==> config.mk <==
export PLATFORM = sky130hd
export DESIGN_NAME = time_keeper_bcd
export DESIGN_NICKNAME = d
export VERILOG_FILES = /design/src/rtl/time_pkg.sv /design/src/rtl/time_keeper_bcd_btn_debounce.sv /design/src/rtl/time_keeper_bcd.sv
export SDC_FILE = /design/constraint.sdc
export NUM_CORES = 1
export LEC_CHECK = 0
export ABC_CLOCK_PERIOD_IN_PS = 4450
export CAP_MARGIN = 5
export CORE_MARGIN = 10
export CORE_UTILIZATION = 59
export CTS_CLUSTER_SIZE = 14
export DETAILED_ROUTE_END_ITERATION = 10
export PLACE_DENSITY = 0.82
export SYNTH_ARGS = -nofsm -noshare
export SYNTH_HDL_FRONTEND = slang
export SYNTH_SLANG_ARGS = --single-unit
==> constraint.sdc <==
create_clock -name clk_100MHz -period 4.45 [get_ports clk_100MHz]
set_clock_uncertainty 0.15 [all_clocks]
set_input_delay 0.89 -clock clk_100MHz [delete_from_list [all_inputs] [get_ports clk_100MHz]]
set_output_delay 0.89 -clock clk_100MHz [all_outputs]
set_load 0.02 [all_outputs]
==> src/rtl/time_pkg.sv <==
// Shared mode encoding, time-field limits and BCD increment helpers for the
// time-of-day counter.
package time_pkg;

  typedef enum logic [1:0] {
    RUN      = 2'd0,
    SET_HRS  = 2'd1,
    SET_MINS = 2'd2
  } mode_t;

  localparam int MAX_SEC          = 59;
  localparam int MAX_MIN_TENS     = 5;
  localparam int MAX_HR_TENS      = 2;
  localparam int MAX_HR_ONES_AT_2 = 3;

  // Returns {tens, ones} of the next hour, wrapping 23 -> 00.
  function automatic logic [6:0] inc_hours(input logic [2:0] tens, input logic [3:0] ones);
    if (tens == 3'(MAX_HR_TENS) && ones == 4'(MAX_HR_ONES_AT_2))
      return 7'd0;
    else if (ones == 4'd9)
      return {tens + 3'd1, 4'd0};
    else
      return {tens, ones + 4'd1};
  endfunction

  // Returns {tens, ones} of the next minute, wrapping 59 -> 00.
  function automatic logic [6:0] inc_mins(input logic [2:0] tens, input logic [3:0] ones);
    if (ones != 4'd9)
      return {tens, ones + 4'd1};
    else if (tens == 3'(MAX_MIN_TENS))
      return 7'd0;
    else
      return {tens + 3'd1, 4'd0};
  endfunction

endpackage

==> src/rtl/time_keeper_bcd_btn_debounce.sv <==
// Button conditioner: 2-flop synchroniser, stability counter and a one-cycle
// pulse on each accepted press (release is silent).
module btn_debounce #(
  parameter int DEBOUNCE_CYCLES = 1_000_000
) (
  input  logic clk_100MHz,
  input  logic reset,
  input  logic raw,
  output logic stable,
  output logic press
);

  localparam int CW = (DEBOUNCE_CYCLES > 1) ? $clog2(DEBOUNCE_CYCLES) : 1;
  localparam logic [CW-1:0] CNT_MAX = CW'(DEBOUNCE_CYCLES - 1);

  logic [1:0]    sync_reg;
  logic [CW-1:0] cnt_reg;
  logic          stable_reg;
  logic          press_reg;

  always_ff @(posedge clk_100MHz or posedge reset) begin
    if (reset) begin
      sync_reg   <= '0;
      cnt_reg    <= '0;
      stable_reg <= 1'b0;
      press_reg  <= 1'b0;
    end else begin
      sync_reg  <= {sync_reg[0], raw};
      press_reg <= 1'b0;
      if (sync_reg[1] == stable_reg) begin
        cnt_reg <= '0;
      end else if (cnt_reg == CNT_MAX) begin
        // Change accepted; pulse only when the new level is "pressed".
        stable_reg <= sync_reg[1];
        cnt_reg    <= '0;
        press_reg  <= sync_reg[1];
      end else begin
        cnt_reg <= cnt_reg + CW'(1);
      end
    end
  end

  assign stable = stable_reg;
  assign press  = press_reg;

endmodule

==> src/rtl/time_keeper_bcd.sv <==
// 24 h time-of-day counter with BCD hh:mm outputs, 1 Hz prescaler and a
// two-button set mode (mode cycles RUN/SET_HRS/SET_MINS, inc bumps the field).
module time_keeper_bcd
  import time_pkg::*;
#(
  parameter int CLK_HZ          = 100_000_000,
  parameter int DEBOUNCE_CYCLES = 1_000_000
) (
  input  logic       clk_100MHz,
  input  logic       reset,
  input  logic       btn_mode,
  input  logic       btn_inc,
  output logic [2:0] hrs_tens,
  output logic [3:0] hrs_ones,
  output logic [2:0] mins_tens,
  output logic [3:0] mins_ones,
  output logic [5:0] secs,
  output logic [1:0] set_mode,
  output logic       sec_tick
);

  localparam int PW = (CLK_HZ > 1) ? $clog2(CLK_HZ) : 1;
  localparam logic [PW-1:0] PRESC_MAX = PW'(CLK_HZ - 1);

  logic [1:0] btn_raw;
  logic [1:0] btn_press;
  logic [1:0] btn_stable_unused;

  assign btn_raw = {btn_inc, btn_mode};

  genvar gi;
  generate
    for (gi = 0; gi < 2; gi++) begin : g_btn
      btn_debounce #(
        .DEBOUNCE_CYCLES(DEBOUNCE_CYCLES)
      ) u_btn (
        .clk_100MHz(clk_100MHz),
        .reset     (reset),
        .raw       (btn_raw[gi]),
        .stable    (btn_stable_unused[gi]),
        .press     (btn_press[gi])
      );
    end
  endgenerate

  logic mode_press, inc_press;
  assign mode_press = btn_press[0];
  assign inc_press  = btn_press[1];

  mode_t         mode_reg, mode_next;
  logic [PW-1:0] presc_reg, presc_next;
  logic [5:0]    secs_reg, secs_next;
  logic [2:0]    hrs_tens_reg, hrs_tens_next, mins_tens_reg, mins_tens_next;
  logic [3:0]    hrs_ones_reg, hrs_ones_next, mins_ones_reg, mins_ones_next;
  logic [6:0]    hrs_inc, mins_inc;
  logic          tick;

  assign hrs_inc  = inc_hours(hrs_tens_reg, hrs_ones_reg);
  assign mins_inc = inc_mins(mins_tens_reg, mins_ones_reg);
  // Prescaler is pinned at 0 outside RUN, so this can only fire while running.
  assign tick     = (presc_reg == PRESC_MAX);

  always_comb begin
    mode_next      = mode_reg;
    presc_next     = presc_reg;
    secs_next      = secs_reg;
    hrs_tens_next  = hrs_tens_reg;
    hrs_ones_next  = hrs_ones_reg;
    mins_tens_next = mins_tens_reg;
    mins_ones_next = mins_ones_reg;
    if (mode_press) begin
      // Mode change wins over a coincident inc press.
      presc_next = '0;
      case (mode_reg)
        RUN: begin
          mode_next = SET_HRS;
          secs_next = '0;
        end
        SET_HRS:  mode_next = SET_MINS;
        SET_MINS: begin
          mode_next = RUN;
          secs_next = '0;
        end
        default:  mode_next = RUN;
      endcase
    end else begin
      case (mode_reg)
        RUN: begin
          if (tick) begin
            presc_next = '0;
            if (secs_reg == 6'(MAX_SEC)) begin
              secs_next = '0;
              {mins_tens_next, mins_ones_next} = mins_inc;
              if (mins_inc == 7'd0)
                {hrs_tens_next, hrs_ones_next} = hrs_inc;
            end else begin
              secs_next = secs_reg + 6'd1;
            end
          end else begin
            presc_next = presc_reg + PW'(1);
          end
        end
        SET_HRS: begin
          presc_next = '0;
          if (inc_press)
            {hrs_tens_next, hrs_ones_next} = hrs_inc;
        end
        SET_MINS: begin
          presc_next = '0;
          if (inc_press)
            {mins_tens_next, mins_ones_next} = mins_inc;
        end
        default: begin
          mode_next  = RUN;
          presc_next = '0;
        end
      endcase
    end
  end

  always_ff @(posedge clk_100MHz or posedge reset) begin
    if (reset) begin
      mode_reg      <= RUN;
      presc_reg     <= '0;
      secs_reg      <= '0;
      hrs_tens_reg  <= '0;
      hrs_ones_reg  <= '0;
      mins_tens_reg <= '0;
      mins_ones_reg <= '0;
    end else begin
      mode_reg      <= mode_next;
      presc_reg     <= presc_next;
      secs_reg      <= secs_next;
      hrs_tens_reg  <= hrs_tens_next;
      hrs_ones_reg  <= hrs_ones_next;
      mins_tens_reg <= mins_tens_next;
      mins_ones_reg <= mins_ones_next;
    end
  end

  assign hrs_tens  = hrs_tens_reg;
  assign hrs_ones  = hrs_ones_reg;
  assign mins_tens = mins_tens_reg;
  assign mins_ones = mins_ones_reg;
  assign secs      = secs_reg;
  assign set_mode  = mode_reg;
  assign sec_tick  = tick;

endmodule

==> results by group <==
Run status
  – Status: finished clean

Layout
  – Reg area: 0.002427 sq mm
  – Fraction of layout cells with a size suffix above 1: 0.07143
  – Multi-input logic area: 0.002211 sq mm
  – Final #Nets: 513
  – # diodes: 0
  – Final core utilization: 0.6783
  – Most frequent cells in the layout: dfrtp_1, nor2_1, nand2_1
  – Area grow syn2layout: 11.31%
  – Fill count: 608
  – Commonest non-fill, non-tap cell in the layout: dfrtp_1
  – Max FFs per register: 40

Synth
  – Post-Synth XOR/XNOR Area: 0.1203
  – Mux cell area share after synthesis: 0.01665
  – Mapped Nets: 488
  – Mapped cell area: 0.004733 sq mm
  – Post-synth EDFFs: 0
  – Warnings, synthesis: 0
  – Synth cell types: 51
  – Post-synth top flop: dfrtp_1
  – Simple-gate share of the synthesized area: 0.2662
  – Synth Area in Compound Gates: 0.04282
  – Post-Synthesis Mean Instance Area: 9.944 sq um
  – Syn Inst Count: 476
  – Sequential area share after synthesis: 0.5128
  – Synth area leaders: dfrtp_1, xor2_1, nor2_1
  – Cell accounting for the most synthesized area: dfrtp_1
  – Post-synthesis adder-cell area fraction: 0.02115
  – Largest family of logic cells by synthesized area: simple AND/OR/NAND/NOR gates
  – Post-synth top area share: 0.5128
  – Ys async rst share: 1.000
  – Synth Register Bits: 97

Place
  – GP Congestion: 0.8683
  – Port Buf Inserts: 26
  – Worst slack at placement: 1.111 ns
  – Post-DP HPWL: 6247 microns

Critical path
  – Reg2reg end: presc_reg[23]
  – Worst EP arrival: 2.68 ns
  – Worst-case reg-to-reg path depth: 6
  – Critical path data required time: 3.41 ns
  – R2R setup slack: 1.75 ns
  – Critical Path End: sec_tick
  – Setup crit start: presc_reg[0]
  – Setup crit end kind: output pin
  – CP Class: reg2out
  – CP Launch Type: register
  – CP max FO: 6
  – Worst reg2reg startpoint: presc_reg[0]

Clock tree
  – Hold buffers post-CTS: 0
  – CTS Sinks: 97
  – Htree depth: 3
  – CTS tree: done
  – CTS root buf: clkbuf_8
  – Clock Latency Late Sink: 0.36 ns
  – Postcts setup bufs: 0
  – CTS Buffer Depth: 2
  – Post-CTS Resized: 0
  – CTS Buf Count: 9
  – Clock transition at path regs: 0.08 ns

Routing
  – Detail Route Antenna Nets: 0
  – DRT iter0 DRCs: 143
  – DRT Pass-1 Iters: 4
  – Vias per cell: 5.706
  – Routed wire length: 8901 microns
  – Wire per inst: 14.69 microns
  – DRC: 0
  – Routed vias: 3458

Floorplanning
  – I/O Pins: 27
  – Die Wd: 109.6 microns
  – Die Y: 109.6 microns
  – Die area: 0.01201 sq mm
  – Core Rows: 32
  – Core area: 0.007767 sq mm
  – Initial core utilization: 0.6094

Pwr
  – Static Leak: 2.299 nW
  – Peak VDD IR: 0.2037 mV
  – Total design power: 1.483 mW
  – Pwr Density: 281.4 mW/mm^2

STA
  – Final-report setup violation count: 0
  – Peak Freq: 268.8 MHz
  – RSZ-0062 raised after global routing: false
  – Final hold viol count: 0
  – Period utilization: 0.8360
  – Fin worst setup slack: 0.7299 ns
  – WHS: 0.2043 ns
  – Relative slew slack: 0.3291
  – Setup TNS: 0 ns
  – Slew Viols, Final: 0
  – Final min period: 3.720 ns
  – Worst Tran Pin Value: 1.005 ns

GRT
  – Total global routing overflow: 0
  – Global-route wire length before repair: 15210 microns
  – Tot GR Track Use: 0.1572
  – Vias in the first global route: 3421
  – Largest net degree at the start of global routing: 60
  – Number of antenna violations at the first check in global routing: 0

Worst hold path
  – Worst hold-check path type: reg2reg
  – Worst hold stages: 0

Run
  – Max Cap Viol: 0
## routing by layer
layer	track usage	vias to the layer above	routed length [microns]
li1	-	1674	-
met3	0.03920	9	460
met2	0.2611	77	4428
met5	0	-	0
met1	0.1921	1698	3899
met4	0.06413	0	112
## worst min path at each step
| stage | from | endpoint |
|---|---|---|
| final | g_btn[0].u_btn.sync_reg[0] | g_btn[0].u_btn.sync_reg[1] |
| after global routing | g_btn[1].u_btn.sync_reg[0] | g_btn[1].u_btn.sync_reg[1] |
| after detailed placement | g_btn[0].u_btn.sync_reg[0] | g_btn[0].u_btn.sync_reg[1] |
| after CTS | g_btn[1].u_btn.sync_reg[0] | g_btn[1].u_btn.sync_reg[1] |
| after floorplan | g_btn[0].u_btn.sync_reg[0] | g_btn[0].u_btn.sync_reg[1] |
| after global placement | g_btn[1].u_btn.sync_reg[0] | g_btn[1].u_btn.sync_reg[1] |
## cells by family after synthesis
family | Yosys count
simple gates | 246
fa+ha+maj | 8
flops | 97
mux | 7
xor+xnor | 65
compound gates | 30
buf+inv | 23
## critical path: stages (launching register included)
cell	delay [ns]
dfrtp_1	0.40
ha_1	0.20
and3_1	0.33
nand3_1	0.15
or4_1	0.57
inv_1	0.08
clkdlybuf4s50_1	0.60
## where the power goes
group | switching (mW) | leakage [nW] | internal (mW) | total (mW)
clock | 0.285 | 0.0913 | 0.269 | 0.553
combinational | 0.0275 | 0.881 | 0.0100 | 0.0375
sequential | 0.00518 | 1.33 | 0.887 | 0.892
total | 0.317 | 2.30 | 1.17 | 1.48
## synth_stat cells, drive strengths merged, types with 10 or more instances
cell / instances
dfrtp: 97
nand2: 41
xnor2: 27
nor2: 85
nand3: 30
nand4: 19
nor3: 14
o21ai: 12
xor2: 38
inv: 10
## stage by stage
step,instances,instance area (sq um)
5_1_grt,606,5269
3_5_place_dp,592,5085
2_1_floorplan,476,4733
4_1_cts,606,5269
3_3_place_gp,592,5085
6_report,606,5269
## area by class of cell
cell class,count,area share
clock inverter,3,0.008074
sequential,97,0.4607
clock buffer,11,0.02683
inverter,10,0.007362
timing repair buffer,27,0.05319
tap,102,0.02422
multi-input combinational,356,0.4196
Power figures use the tool's default switching activity.
